===== src/rtl/fdtd_pkg.sv =====
// Shared constants and the probe recorder state encoding.
// The register block imports rec_state_t for status readback.
package fdtd_pkg;

    localparam int DEF_FDTD_DATA_WIDTH = 32;
    localparam int DEF_REG_SIZE_WIDTH  = 15;
    localparam int DEF_STEP_WIDTH      = 16;
    localparam int DEF_FIFO_DEPTH      = 8;

    typedef enum logic [1:0] {
        REC_IDLE  = 2'd0,
        REC_ARMED = 2'd1,
        REC_DRAIN = 2'd2,
        REC_DONE  = 2'd3
    } rec_state_t;

endpackage


===== src/rtl/fdtd_probe_recorder_if.sv =====
// Memory write port between the probe recorder (master) and the memory controller (slave).
// wr_req_o, wr_addr_o and wr_data_o hold steady until a cycle where wr_req_o & wr_gnt_i; that cycle is the transfer.
interface fdtd_probe_recorder_if #(
    parameter int DATA_W = 32
);
    logic              wr_req_o;
    logic [31:0]       wr_addr_o;
    logic [DATA_W-1:0] wr_data_o;
    logic              wr_gnt_i;

    modport master (
        output wr_req_o,
        output wr_addr_o,
        output wr_data_o,
        input  wr_gnt_i
    );

    modport slave (
        input  wr_req_o,
        input  wr_addr_o,
        input  wr_data_o,
        output wr_gnt_i
    );
endinterface


===== src/rtl/fdtd_sync_fifo.sv =====
// Single-clock FIFO with registered storage; the head entry is visible on rdata_o.
// A push while full is accepted only when a pop happens in the same cycle.
module fdtd_sync_fifo #(
    parameter int WIDTH = 32,
    parameter int DEPTH = 8
) (
    input  logic                       clk,
    input  logic                       rst_n,
    input  logic                       push_i,
    input  logic [WIDTH-1:0]           wdata_i,
    input  logic                       pop_i,
    output logic [WIDTH-1:0]           rdata_o,
    output logic                       full_o,
    output logic                       empty_o,
    output logic [$clog2(DEPTH):0]     count_o
);
    localparam int AW = $clog2(DEPTH);

    logic [WIDTH-1:0] mem_q [DEPTH];
    logic [AW-1:0]    wr_ptr_q, wr_ptr_d;
    logic [AW-1:0]    rd_ptr_q, rd_ptr_d;
    logic [AW:0]      count_q, count_d;
    logic             do_push, do_pop;

    assign full_o  = (count_q == (AW+1)'(DEPTH));
    assign empty_o = (count_q == '0);
    assign count_o = count_q;
    assign rdata_o = mem_q[rd_ptr_q];

    always_comb begin
        do_pop   = pop_i && !empty_o;
        do_push  = push_i && (!full_o || do_pop);
        wr_ptr_d = wr_ptr_q;
        rd_ptr_d = rd_ptr_q;
        count_d  = count_q;
        if (do_push) wr_ptr_d = wr_ptr_q + 1'b1;
        if (do_pop)  rd_ptr_d = rd_ptr_q + 1'b1;
        case ({do_push, do_pop})
            2'b10:   count_d = count_q + 1'b1;
            2'b01:   count_d = count_q - 1'b1;
            default: count_d = count_q;
        endcase
    end

    always_ff @(posedge clk or negedge rst_n) begin
        if (!rst_n) begin
            wr_ptr_q <= '0;
            rd_ptr_q <= '0;
            count_q  <= '0;
        end else begin
            wr_ptr_q <= wr_ptr_d;
            rd_ptr_q <= rd_ptr_d;
            count_q  <= count_d;
        end
    end

    // Storage needs no reset: count_q gates every read that matters.
    always_ff @(posedge clk) begin
        if (do_push) mem_q[wr_ptr_q] <= wdata_i;
    end
endmodule


===== src/rtl/fdtd_probe_recorder.sv =====
// Captures one Ez sample per FDTD time step at a chosen cell and streams the samples
// to consecutive memory words through a req/gnt write port.
module fdtd_probe_recorder
    import fdtd_pkg::*;
#(
    parameter int FDTD_DATA_WIDTH = DEF_FDTD_DATA_WIDTH,
    parameter int REG_SIZE_WIDTH  = DEF_REG_SIZE_WIDTH,
    parameter int STEP_WIDTH      = DEF_STEP_WIDTH,
    parameter int FIFO_DEPTH      = DEF_FIFO_DEPTH
) (
    input  logic                          ACLK,
    input  logic                          ARESETn,
    input  logic                          start_i,
    input  logic                          clr_i,
    input  logic [31:0]                   base_addr_i,
    input  logic [STEP_WIDTH-1:0]         num_steps_i,
    input  logic [REG_SIZE_WIDTH-1:0]     sample_point_i,
    input  logic                          ez_valid_i,
    input  logic [REG_SIZE_WIDTH-1:0]     ez_idx_i,
    input  logic [FDTD_DATA_WIDTH-1:0]    ez_data_i,
    input  logic                          step_end_i,
    fdtd_probe_recorder_if.master         wr_if,
    output logic                          busy_o,
    output logic                          done_o,
    output logic                          overflow_o,
    output logic                          miss_o,
    output logic [STEP_WIDTH-1:0]         samples_written_o,
    output rec_state_t                    state_o,
    output logic [$clog2(FIFO_DEPTH):0]   fifo_count_o
);
    localparam logic [1:0] S_IDLE  = 2'd0;
    localparam logic [1:0] S_ARMED = 2'd1;
    localparam logic [1:0] S_DRAIN = 2'd2;
    localparam logic [1:0] S_DONE  = 2'd3;

    logic [1:0]                state_q, state_d;
    logic [31:0]               base_q, base_d;
    logic [STEP_WIDTH-1:0]     num_q, num_d;
    logic [REG_SIZE_WIDTH-1:0] sp_q, sp_d;
    logic [STEP_WIDTH-1:0]     step_cnt_q, step_cnt_d;
    logic [STEP_WIDTH-1:0]     wr_cnt_q, wr_cnt_d;
    logic                      captured_q, captured_d;
    logic                      overflow_q, overflow_d;
    logic                      miss_q, miss_d;

    logic                       capture;
    logic                       fifo_pop;
    logic                       fifo_full;
    logic                       fifo_empty;
    logic [FDTD_DATA_WIDTH-1:0] fifo_head;
    logic [STEP_WIDTH-1:0]      step_next;

    fdtd_sync_fifo #(
        .WIDTH (FDTD_DATA_WIDTH),
        .DEPTH (FIFO_DEPTH)
    ) u_fifo (
        .clk     (ACLK),
        .rst_n   (ARESETn),
        .push_i  (capture),
        .wdata_i (ez_data_i),
        .pop_i   (fifo_pop),
        .rdata_o (fifo_head),
        .full_o  (fifo_full),
        .empty_o (fifo_empty),
        .count_o (fifo_count_o)
    );

    assign wr_if.wr_req_o  = !fifo_empty && (state_q == S_ARMED || state_q == S_DRAIN);
    assign wr_if.wr_data_o = fifo_head;
    assign wr_if.wr_addr_o = base_q + (32'(wr_cnt_q) << 2);
    assign fifo_pop        = wr_if.wr_req_o && wr_if.wr_gnt_i;
    assign step_next       = step_cnt_q + 1'b1;

    assign busy_o            = (state_q == S_ARMED) || (state_q == S_DRAIN);
    assign done_o            = (state_q == S_DONE);
    assign overflow_o        = overflow_q;
    assign miss_o            = miss_q;
    assign samples_written_o = wr_cnt_q;
    assign state_o           = rec_state_t'(state_q);

    always_comb begin
        state_d    = state_q;
        base_d     = base_q;
        num_d      = num_q;
        sp_d       = sp_q;
        step_cnt_d = step_cnt_q;
        wr_cnt_d   = wr_cnt_q;
        captured_d = captured_q;
        overflow_d = overflow_q;
        miss_d     = miss_q;
        capture    = 1'b0;

        if (fifo_pop) wr_cnt_d = wr_cnt_q + 1'b1;

        case (state_q)
            S_IDLE: begin
                if (start_i) begin
                    base_d     = base_addr_i;
                    num_d      = num_steps_i;
                    sp_d       = sample_point_i;
                    step_cnt_d = '0;
                    wr_cnt_d   = '0;
                    captured_d = 1'b0;
                    overflow_d = 1'b0;
                    miss_d     = 1'b0;
                    state_d    = (num_steps_i == '0) ? S_DONE : S_ARMED;
                end
            end
            S_ARMED: begin
                capture = ez_valid_i && (ez_idx_i == sp_q) && !captured_q;
                // A full FIFO drops the sample; the slot address is only consumed on a grant.
                if (capture && fifo_full && !fifo_pop) overflow_d = 1'b1;
                if (step_end_i) begin
                    step_cnt_d = step_next;
                    captured_d = 1'b0;
                    if (!captured_q && !capture) miss_d = 1'b1;
                    if (step_next == num_q) state_d = S_DRAIN;
                end else begin
                    captured_d = captured_q || capture;
                end
            end
            S_DRAIN: begin
                if (fifo_empty) state_d = S_DONE;
            end
            default: begin
                if (clr_i) begin
                    state_d    = S_IDLE;
                    overflow_d = 1'b0;
                    miss_d     = 1'b0;
                end
            end
        endcase
    end

    always_ff @(posedge ACLK or negedge ARESETn) begin
        if (!ARESETn) begin
            state_q    <= S_IDLE;
            base_q     <= '0;
            num_q      <= '0;
            sp_q       <= '0;
            step_cnt_q <= '0;
            wr_cnt_q   <= '0;
            captured_q <= 1'b0;
            overflow_q <= 1'b0;
            miss_q     <= 1'b0;
        end else begin
            state_q    <= state_d;
            base_q     <= base_d;
            num_q      <= num_d;
            sp_q       <= sp_d;
            step_cnt_q <= step_cnt_d;
            wr_cnt_q   <= wr_cnt_d;
            captured_q <= captured_d;
            overflow_q <= overflow_d;
            miss_q     <= miss_d;
        end
    end
endmodule


===== src/flat_wrapper.sv =====
// flat-port wrapper written by rule: the top's interface ports become plain ports
module fdtd_probe_recorder_flat import fdtd_pkg::*;
#(
    parameter int FDTD_DATA_WIDTH = DEF_FDTD_DATA_WIDTH,
    parameter int REG_SIZE_WIDTH  = DEF_REG_SIZE_WIDTH,
    parameter int STEP_WIDTH      = DEF_STEP_WIDTH,
    parameter int FIFO_DEPTH      = DEF_FIFO_DEPTH
)
  (ACLK, ARESETn, start_i, clr_i, base_addr_i, num_steps_i, sample_point_i, ez_valid_i, ez_idx_i, ez_data_i, step_end_i, busy_o, done_o, overflow_o, miss_o, samples_written_o, state_o, fifo_count_o, wr_if_wr_req_o, wr_if_wr_addr_o, wr_if_wr_data_o, wr_if_wr_gnt_i);
  fdtd_probe_recorder_if #(.DATA_W(32)) wr_if_i ();
  input  logic ACLK;
  input  logic ARESETn;
  input  logic start_i;
  input  logic clr_i;
  input  logic [31:0] base_addr_i;
  input  logic [STEP_WIDTH-1:0] num_steps_i;
  input  logic [REG_SIZE_WIDTH-1:0] sample_point_i;
  input  logic ez_valid_i;
  input  logic [REG_SIZE_WIDTH-1:0] ez_idx_i;
  input  logic [FDTD_DATA_WIDTH-1:0] ez_data_i;
  input  logic step_end_i;
  output logic busy_o;
  output logic done_o;
  output logic overflow_o;
  output logic miss_o;
  output logic [STEP_WIDTH-1:0] samples_written_o;
  output rec_state_t state_o;
  output logic [$clog2(FIFO_DEPTH):0] fifo_count_o;
  output wire logic [$bits(wr_if_i.wr_req_o)-1:0] wr_if_wr_req_o;
  output wire logic [$bits(wr_if_i.wr_addr_o)-1:0] wr_if_wr_addr_o;
  output wire logic [$bits(wr_if_i.wr_data_o)-1:0] wr_if_wr_data_o;
  input wire logic [$bits(wr_if_i.wr_gnt_i)-1:0] wr_if_wr_gnt_i;
  assign wr_if_wr_req_o = wr_if_i.wr_req_o;
  assign wr_if_wr_addr_o = wr_if_i.wr_addr_o;
  assign wr_if_wr_data_o = wr_if_i.wr_data_o;
  assign wr_if_i.wr_gnt_i = wr_if_wr_gnt_i;
  fdtd_probe_recorder #(.FDTD_DATA_WIDTH(FDTD_DATA_WIDTH), .REG_SIZE_WIDTH(REG_SIZE_WIDTH), .STEP_WIDTH(STEP_WIDTH), .FIFO_DEPTH(FIFO_DEPTH)) u_core (.ACLK(ACLK), .ARESETn(ARESETn), .start_i(start_i), .clr_i(clr_i), .base_addr_i(base_addr_i), .num_steps_i(num_steps_i), .sample_point_i(sample_point_i), .ez_valid_i(ez_valid_i), .ez_idx_i(ez_idx_i), .ez_data_i(ez_data_i), .step_end_i(step_end_i), .wr_if(wr_if_i), .busy_o(busy_o), .done_o(done_o), .overflow_o(overflow_o), .miss_o(miss_o), .samples_written_o(samples_written_o), .state_o(state_o), .fifo_count_o(fifo_count_o));
endmodule

===== config.mk =====
export PLATFORM = sky130hd
export DESIGN_NAME = fdtd_probe_recorder_flat
export DESIGN_NICKNAME = d
export VERILOG_FILES = /design/src/rtl/fdtd_pkg.sv /design/src/rtl/fdtd_probe_recorder_if.sv /design/src/rtl/fdtd_sync_fifo.sv /design/src/rtl/fdtd_probe_recorder.sv /design/src/flat_wrapper.sv
export SDC_FILE = /design/constraint.sdc
export NUM_CORES = 1
export LEC_CHECK = 0
export ABC_AREA = 0
export BUFFER_PORTS_ARGS = -buffer_cell sky130_fd_sc_hd__buf_2
export CORE_AREA = 4 4 226 228
export CTS_CLUSTER_SIZE = 8
export DETAILED_ROUTE_END_ITERATION = 10
export DIE_AREA = 0 0 230 232
export GPL_TIMING_DRIVEN = 0
export PLACE_DENSITY_LB_ADDON = 0.25
export SETUP_SLACK_MARGIN = 0.4
export SLEW_MARGIN = 30
export SYNTH_ARGS = -nofsm -noshare
export SYNTH_HDL_FRONTEND = slang
export SYNTH_SLANG_ARGS = --single-unit

===== constraint.sdc =====
create_clock -name ACLK -period 11.4 [get_ports ACLK]
set_clock_uncertainty 0.2 [all_clocks]
set_input_delay 1.71 -clock ACLK [delete_from_list [all_inputs] [get_ports ACLK]]
set_output_delay 1.71 -clock ACLK [all_outputs]
set_load 0.005 [all_outputs]

==> results of run 1 <==
-- routing by layer --
metal	global-route usage, %	routed length, microns	up-vias
met2	25.2	19300	310
met3	3.89	2650	67
met4	4.99	1080	2
met1	20.1	17900	5066
li1	-	-	4787
met5	0	7	-
-- registers in the layout, indices dropped and copies added (netlist names) --
signal / flops
u_core.base_q: 32
u_core.miss_o: 1
u_core.num_q: 16
u_core.sp_q: 15
u_core.u_fifo.wr_ptr_q: 3
u_core.u_fifo.mem_q: 256
u_core.samples_written_o: 16
u_core.step_cnt_q: 16
u_core.state_o: 2
u_core.u_fifo.rd_ptr_q: 3
u_core.captured_q: 1
u_core.overflow_o: 1
u_core.u_fifo.count_o: 4
-- cell usage in the layout, fill, tap and decap left out, drive strengths merged, types with 25 or more instances in the layout --
master    n
mux4     64
xor2     36
mux2     34
buf     244
nand3    27
clkbuf  106
dfrtp   110
nor2     61
o21ai    31
ha       26
a21oi    25
edfxtp  256
xnor2    49
nand2   228
-- cell type report --
class,count,share of cell area [%]
multi-input cells,714,27.3
well taps,664,4.18
clock buffers,72,6.92
inverters,15,0.283
flip-flops and latches,366,52.5
repair buffers,232,7.44
clock inverters,5,0.409
diodes,2,0.0252
plain buffers,46,0.988
-- final timing paths --
check	end
max in group asynchronous	u_core.base_q[10]
hold / removal	u_core.base_q[17]
min in group asynchronous	u_core.u_fifo.count_o[3]
setup / recovery	wr_if_wr_addr_o[19]
hold reg to reg	u_core.base_q[17]
setup reg to reg	u_core.u_fifo.mem_q[0][21]
-- critical path, delay by kind of cell, from the launching register on --
kind	cells	cell delay (ps)
compound gates	5	1890
xor+xnor	1	120
fa+ha+maj	1	400
buf+inv	1	140
flops	1	450
simple gates	1	210
-- cells by family after synthesis --
group	count (synthesis)	share of synthesized area, %
compound gates	94	3.73
mux	102	11.6
fa+ha+maj	28	2.28
flops	366	65.1
simple gates	405	11.1
buf+inv	61	1.54
xor+xnor	85	4.64
-- power by group --
part,leakage [nW],internal (mW),switching (mW),total (mW)
sequential,3.72,1.56,0.126,1.69
clock,0.696,0.831,0.561,1.39
combinational,3.44,0.665,0.728,1.39
-- metrics by stage --
step | total power [mW] | util [%] | hold WS (ps)
4_1_cts | 4.56 | 40.7 | 281
3_5_place_dp | 3.14 | 37.7 | 268
6_report | 4.47 | 40.7 | 278
2_1_floorplan | 2.60 | - | 247
3_3_place_gp | 3.11 | 36.7 | 265
5_1_grt | 4.76 | 40.7 | 310
==> impl_metrics.yaml, run 1 <==
synthesis:
  yosys-top-cells-area: "edfxtp_1, dfrtp_1, mux4_2, nand2_1, xnor2_1"
  ys_seq_elements: 366
  synthCells: 1141
  synth_ff_type: "edfxtp_1"
  synth_edf_count: 256
  syn_area_sq_mm: 0.0160
  ys_types: 57
  synth_top_area_share_pct: 47.9
  synthTopCellsByCount: "edfxtp_1, nand2_1, dfrtp_1"
  async_flop_share_pct: 30.1
  ys_seq_area_share_pct: 65.1
  synth_largest_area_cell: "edfxtp_1"
  syn_avg_cell_area_sq_um: 14.1
  synth.most_common_cell: "edfxtp_1"
  ys_warn_count: 0
  synth_fp_nets: 1286
clock_network:
  postCtsResizedCells: 0
  htreeDepth: 2
  hold_buffers: 0
  cts_root_buf: "clkbuf_16"
  postCtsSetupBuffers: 0
  worstSkewPairLatency_ps: 590
  clk_pin_slew_ps: 50
  cts_inserted_buffers: 52
  cts.sinks: 366
  clockBufferDepth: 3
  cts_tree: "built"
cells_and_area:
  syn_to_final_growth_pct: 23.9
  fillers: 4629
  drive_gt1_share_pct: 28.8
  regArea_sq_mm: 0.0104
  multi_input_area_sq_mm: 0.00542
  finalNonFillerCells: 2116
  design_area_sq_mm: 0.0199
  nNetsFinal: 1572
floorplan:
  die_y_microns: 232
  fp-row-count: 81
  die_area_sq_mm: 0.0534
  num_io_pins: 208
  chipWidth_microns: 230
  coreArea_sq_mm: 0.0488
  initial_utilization_pct: 32.8
routing:
  postRouteAntennaNets: 0
  wl_microns: 40900
  via_count: 10200
  vias_per_cell: 4.84
  drc: 0
  drt-initial-drc-count: 580
  drt-wirelength-per-cell_microns: 19.3
  drt-pass1-iter-count: 5
critical_path:
  critPathLaunch: "u_core.samples_written_o[3]"
  path_cells: "ha_1 -> a21o_1 -> a21o_1 -> a311oi_1 -> o211ai_1 -> a31oi_1 -> nand2b_1 -> xnor2_1 -> buf_2"
  crit_type: "reg2out"
  worstPathArrival_ps: 3830
  worstReg2RegStart: "u_core.sp_q[11]"
  worst-path-max-fanout: 7
  reg2reg_setup_slack_ps: 7400
  worst_path_max_delay_cell: "a31oi_1"
  cp-start-kind: "flop"
  cpMostUsedCell: "a21o_1"
  cp-end-kind: "primary output"
  crit_path_max_incr_delay_ps: 700
  ff2ff_path_depth: 8
  cp.required_ps: 9490
sta:
  report.final.slew_viol_count: 0
  layout_min_cycle_time_ps: 5740
  setup_total_negative_slack_ps: 0
  fmaxAchievable_mhz: 174
  setup_viol: 0
  tightestPinTransition_ps: 890
  min_period_over_period_pct: 50.3
  rsz0062_at_grt: "no"
  hold_violations: 0
  slew_headroom_pct: 40.7
  fin_ws_ps: 5660
pwr:
  ir_worst_vdd_uv: 125
  p_leak_nw: 7.85
  powerDensity_mw_per_mm2: 225
global_routing:
  grt_antenna_before_repair: 4
  grt_pass1_wl_microns: 63600
  grt_max_degree: 66
  grt_overflow: 0
  grtUsageTotal_pct: 15.4
  grt_pass1_vias: 10900
status:
  status: "finished, final reports clean"
placement:
  place_area_sq_mm: 0.0184
  dp_hpwl_microns: 28500
  pre_cts_slack_ps: 5900
  dpl.cell_count: 2037
  numPortBuffers: 207
  gp_congestion: 0.845
worst_hold_path:
  hold_path.startpoint: "u_core.base_q[17]"
  min_path_cells: 2
  hold_class: "reg2reg"
run:
  maxCapViolCount: 0
Power figures use the tool's default switching activity.
==> inputs of run 2 (changes only) <==
- ABC_AREA: 0 -> 1
- CORE_AREA: 4 4 226 228 -> 4 4 229 231
- DIE_AREA: 0 0 230 232 -> 0 0 233 235
- clock period: 11.4 -> 5.15 ns (I/O delays scaled with it)
==> run 2 against run 1 <==
Effect of this change:
- via count increased by 25%
- clock power rose by 120%
- core utilization decreased by 0.15 points
- hold slack got worse by 120 ps
- area after synthesis is 3.1% higher
==> impl_metrics.yaml, run 2 <==
floorplan:
  chipWidth_microns: 233
  initial_utilization_pct: 33.1
  fp-row-count: 82
  num_io_pins: 208
  die_y_microns: 235
  die_area_sq_mm: 0.0548
  coreArea_sq_mm: 0.0501
run:
  maxCapViolCount: 0
cells_and_area:
  top_regs: "u_core.u_fifo.mem_q x256, u_core.base_q x32"
  drive_gt1_share_pct: 17.2
  nNetsFinal: 2097
  largest_reg_flops: 256
  syn_to_final_growth_pct: 22.7
  finalNonFillerCells: 2646
  top_register: "u_core.u_fifo.mem_q"
  final_cell_mix: "nand2_1, nor2_1, edfxtp_1"
  layout_commonest_cell: "nand2_1"
  fillers: 4985
synthesis:
  syn_area_sq_mm: 0.0165
  synth_fp_nets: 1794
  ys_types: 41
  synth.most_common_cell: "nand2_1"
  ys_warn_count: 0
  yosys-top-cells-area: "edfxtp_1, dfrtp_1, nand2_1, nor2_1, o21ai_0"
  ys_seq_area_share_pct: 63.1
  syn_avg_cell_area_sq_um: 10.0
  synthTopCellsByCount: "nand2_1, nor2_1, edfxtp_1"
  ys_seq_elements: 366
  synthCells: 1649
  synth_top_area_share_pct: 46.5
  synth_edf_count: 256
  synth_ff_type: "edfxtp_1"
  async_flop_share_pct: 30.1
  synth_largest_area_cell: "edfxtp_1"
critical_path:
  cp.required_ps: 4180
  crit_type: "reg2out"
  worstReg2RegStart: "u_core.state_o[0]"
  cp-end-kind: "primary output"
  worst-path-max-fanout: 4
  worstPathArrival_ps: 3160
  cp-start-kind: "flop"
  reg2reg_setup_slack_ps: 1670
  ff2ff_path_depth: 14
  reg2reg_to: "u_core.u_fifo.mem_q[4][7]"
clock_network:
  cts_tree: "built"
  clockBufferDepth: 3
  htreeDepth: 2
  cts_inserted_buffers: 52
  cts_root_buf: "clkbuf_16"
  cts.sinks: 366
  postCtsSetupBuffers: 0
  clk_pin_slew_ps: 50
  worstSkewPairLatency_ps: 580
global_routing:
  grtUsageTotal_pct: 17.6
  grt_max_degree: 62
  grt_pass1_vias: 13000
  grt_pass1_wl_microns: 75000
  grt_overflow: 0
  grt_antenna_before_repair: 5
sta:
  tightestPinTransition_ps: 830
  setup_viol: 0
  rsz0062_at_grt: "no"
  report.final.slew_viol_count: 0
  fmaxAchievable_mhz: 242
  layout_min_cycle_time_ps: 4130
  fin_ws_ps: 1020
  hold_violations: 0
  slew_headroom_pct: 44.6
  min_period_over_period_pct: 80.3
  setup_total_negative_slack_ps: 0
pwr:
  powerDensity_mw_per_mm2: 522
  power_frac_clock_pct: 29.4
  p_sw_share_pct: 37.8
  p_int_mw: 6.59
  p_leak_nw: 8.39
  power_frac_comb_pct: 35.5
  ir_worst_vdd_uv: 304
  p_sw_mw: 4.00
  power_frac_seq_pct: 35.1
placement:
  gp_congestion: 0.857
  numPortBuffers: 207
  pre_cts_slack_ps: 1340
  dp_hpwl_microns: 35300
  dpl.cell_count: 2569
routing:
  drt-pass1-iter-count: 5
  drc: 0
  via_count: 12800
  drt-wirelength-per-cell_microns: 18.5
  postRouteAntennaNets: 0
  drt-initial-drc-count: 654
  wl_microns: 48900
  vias_per_cell: 4.83
worst_hold_path:
  hold_class: "in2reg"
  hold_path.startpoint: "base_addr_i[12]"
  hold_end: "u_core.base_q[12]"
  min_path_cells: 3
status:
  status: "finished, final reports clean"
## run 2: cell count changes in the layout (fill, tap and decap cells not counted), moves of 22 or more
cell,before,now
nor2_1,55,291
a31oi_1,6,37
xnor2_1,49,17
o22ai_1,1,44
nand3_1,27,49
buf_4,13,38
inv_1,15,111
o21ai_0,31,185
mux4_2,64,0
nand2_1,228,309
mux2_2,34,0
## run 2: how the worst max path moves through the flow
stage / from / end / slack [ps] / depth (start not counted)
detailed placement: ez_idx_i[1] / u_core.u_fifo.mem_q[4][2] / 1340 / 15
global placement: ez_idx_i[1] / u_core.u_fifo.mem_q[2][6] / -2100 / 12
finish: u_core.samples_written_o[0] / wr_if_wr_addr_o[30] / 1020 / 11
floorplan: ez_idx_i[1] / u_core.u_fifo.mem_q[3][0] / 570 / 11
global route: u_core.samples_written_o[0] / wr_if_wr_addr_o[30] / 750 / 11
CTS: u_core.samples_written_o[0] / wr_if_wr_addr_o[30] / 930 / 11
## run 2: cell families (layout without fill, tap and decap cells)
logic type | Yosys count | count (layout) | share of synthesized area, %
AND/OR/NAND/NOR | 715 | 715 | 17.7
flip-flops | 366 | 366 | 63.1
AO/OA/AOI/OAI | 309 | 309 | 10.1
buffers and inverters | 184 | 507 | 4.30
XOR/XNOR | 47 | 47 | 2.58
adder cells (fa/ha/maj) | 28 | 28 | 2.21
other | 0 | 2 | 0
## run 2: power by group through the flow
stage | combinational (mW) | clock [mW] | sequential [mW]
finish | 3.76 | 3.11 | 3.72
global route | 4.26 | 3.33 | 3.76
CTS | 3.83 | 3.20 | 3.71
detailed placement | 3.81 | 0 | 3.76
global placement | 3.77 | 0 | 3.76
floorplan | 2.25 | 0 | 3.69
## run 2: worst max-delay path: stages (launching register included)
cell and delay, ps:
dfrtp_1 450, ha_1 290, fa_1 410, nand3_1 90, nand2_1 130, a21oi_1 380
inv_1 80, nand3_1 80, nand2_1 150, nand3b_1 160, xor2_1 200, buf_2 150
## run 2: area by class of cell
class	count	area [sq um]	area share, %
Sequential cell	366	10400	51.4
Multi-Input combinational cell	1099	5440	26.8
Timing Repair Buffer	249	1400	6.89
Clock buffer	69	1380	6.77
Tap cell	672	841	4.14
Inverter	114	428	2.11
Buffer	70	284	1.40
Clock inverter	5	98.8	0.487
Antenna cell	2	5.00	0.0246
## run 2: metrics by stage
step                util [%]  hold slack [ps]  total power [mW]  area (sq um)
floorplan                  -              250              5.94         16500
global placement        36.8              268              7.53         18400
global route            40.6              136              11.3         20300
detailed placement      37.6              272              7.57         18800
finish                  40.6              159              10.6         20300
CTS                     40.5              118              10.7         20300
## run 2: routing by layer
| layer | track usage [%] | vias up | part of all wire [%] |
|---|---|---|---|
| met5 | 0 | - | 0.084 |
| met4 | 4.31 | 6 | 2.1 |
| met3 | 4.77 | 76 | 6.9 |
| met2 | 29.7 | 382 | 48 |
| met1 | 22.4 | 6079 | 43 |
| li1 | - | 6240 | - |
## run 2: repair_timing
item / CTS / global route
hold buffers: 1 / 0
setup endpoints to repair: 0 / 0
hold endpoints to repair: 49 / 0
resized for setup: 0 / 0
==> inputs of run 3 (changes only) <==
- clock period: 5.15 -> 3.3 ns (I/O delays scaled with it)
==> run 3 against run 2 <==
Effect of this change:
- the flow now finishes with violations (negative setup slack)
- core utilization rose by 7.5 points
- hold slack lost 130 ps
- first-iteration DRC count increased by 41%
- design area grew 18%
- die area stayed put
- cell count is 6.7% higher
- combinational power rose by 120%
- register-to-register slack got worse by 1200 ps
- sequential share of layout area is 7.9 points lower
- flip-flop and latch count did not move
- non-clock buffer count up 177
- sequential power increased by 58%
- largest cell class unchanged
==> impl_metrics.yaml, run 3 (same netlist as run 2, synthesis figures left out) <==
status:
  status: "finished with violations"
  violations: "negative setup slack"
sta:
  fmaxAchievable_mhz: 301
  rsz0062_at_grt: "yes"
  report.final.slew_viol_count: 0
  setup_viol: 1
  hold_violations: 0
  setup_total_negative_slack_ps: -26.4
  slew_headroom_pct: 46.5
  min_period_over_period_pct: 101
  fin_ws_ps: -26.4
  tightestPinTransition_ps: 803
  layout_min_cycle_time_ps: 3330
  hold_slack_ps: 28.9
cells_and_area:
  nNetsFinal: 2274
  multi_input_area_sq_mm: 0.00682
  top_register: "u_core.u_fifo.mem_q"
  top_regs: "u_core.u_fifo.mem_q x256, u_core.base_q x32"
  largest_reg_flops: 256
  syn_to_final_growth_pct: 45.4
  fillers: 4497
  drive_gt1_share_pct: 32.4
  final_cell_mix: "nand2_1, edfxtp_1, nor2_1"
  layout_commonest_cell: "nand2_1"
  regArea_sq_mm: 0.0105
critical_path:
  worst_path_max_delay_cell: "dfrtp_2"
  crit_type: "reg2out"
  cpMostUsedCell: "nand4_1"
  crit_path_max_incr_delay_ps: 440
  cp-start-kind: "flop"
  cp-end-kind: "primary output"
  worst-path-max-fanout: 5
  path_cells: "ha_4 -> nand4_1 -> nor4_4 -> nand4_1 -> nand3_2 -> nand4_1 -> xnor2_1 -> buf_2"
  worstPathArrival_ps: 2630
  cp.required_ps: 2600
placement:
  dp_hpwl_microns: 34700
  numPortBuffers: 207
  gp_congestion: 0.906
clock_network:
  cts_inserted_buffers: 52
  clk_pin_slew_ps: 50
  htreeDepth: 2
  clockBufferDepth: 3
  cts_root_buf: "clkbuf_16"
  cts_tree: "built"
  cts.sinks: 366
  worstSkewPairLatency_ps: 590
floorplan:
  num_io_pins: 208
  coreArea_sq_mm: 0.0501
  initial_utilization_pct: 33.1
  die_area_sq_mm: 0.0548
  chipWidth_microns: 233
  fp-row-count: 82
  die_y_microns: 235
global_routing:
  grt_overflow: 0
  grt_max_degree: 61
  grt_antenna_before_repair: 3
  grtUsageTotal_pct: 18.5
  grt_pass1_vias: 13800
  grt_pass1_wl_microns: 79100
routing:
  postRouteAntennaNets: 0
  drc: 0
  via_count: 13900
  drt-pass1-iter-count: 5
  wl_microns: 52800
  vias_per_cell: 4.94
  drt-wirelength-per-cell_microns: 18.7
  drt-initial-drc-count: 920
pwr:
  ir_worst_vdd_uv: 519
  powerDensity_mw_per_mm2: 798
  p_leak_nw: 9.83
run:
  maxCapViolCount: 0
worst_hold_path:
  hold_class: "in2reg"
-- run 3: metal layers --
layer	global-route usage [%]	share of wire (%)	wire [microns]	vias to the layer above
met5	0	0.023	12	-
met4	5.45	2.7	1450	2
met3	3.98	6.1	3250	100
met2	30.9	49	25700	461
met1	24.1	42	22400	6777
li1	-	-	-	6605
-- run 3: worst max-delay path: cells and delay by family, from the launching register on --
kind | cells | cell delay, ps
flip-flops | 1 | 440
AND/OR/NAND/NOR | 5 | 920
XOR/XNOR | 1 | 220
adder cells (fa/ha/maj) | 1 | 320
buffers and inverters | 1 | 160
-- run 3: final timing paths --
check / cells after the start / start / slack, ps / end
max: 8 / u_core.samples_written_o[11] / -30 / wr_if_wr_addr_o[25]
min: 3 / num_steps_i[1] / 30 / u_core.num_q[1]
max reg2reg: 13 / u_core.state_o[1] / 520 / u_core.u_fifo.mem_q[1][20]
min reg2reg: 2 / u_core.base_q[0] / 280 / u_core.base_q[0]
max in group asynchronous: 3 / ARESETn / 2030 / u_core.step_cnt_q[6]
min in group asynchronous: 2 / ARESETn / 230 / u_core.step_cnt_q[3]
-- run 3: timing repair --
action | 4_1_cts | 5_1_grt
hold endpoints to repair | 347 | 0
pin swaps | 77 | 95
setup endpoints to repair | 268 | 225
hold buffers | 94 | 0
resized for setup | 295 | 239
cloned | 3 | 4
setup buffers | 62 | 32
-- run 3: power breakdown --
group	leakage, nW	switching, mW	internal [mW]
clock	0.713	1.94	2.96
combinational	5.45	4.76	3.67
sequential	3.67	0.453	5.41
-- run 3: area by class of cell --
| cell class | instances | share of cell area [%] |
|---|---|---|
| clock inverters | 5 | 0.458 |
| diodes | 2 | 0.0208 |
| multi-input cells | 1099 | 28.4 |
| repair buffers | 426 | 13.9 |
| clock buffers | 70 | 5.73 |
| plain buffers | 70 | 2.75 |
| inverters | 114 | 1.79 |
| well taps | 672 | 3.50 |
| flip-flops and latches | 366 | 43.5 |
-- run 3: metrics by stage --
stage	setup slack, ps	utilization [%]	area (sq um)	cells	total power [mW]
2_1_floorplan	316	-	16700	1649	9.31
3_3_place_gp	-812	37.0	18500	2528	11.8
3_5_place_dp	-37.6	37.7	18900	2552	11.8
4_1_cts	-34.2	45.7	22900	2786	18.2
5_1_grt	-92.1	48.0	24100	2823	20.3
6_report	-26.4	48.0	24100	2824	19.2
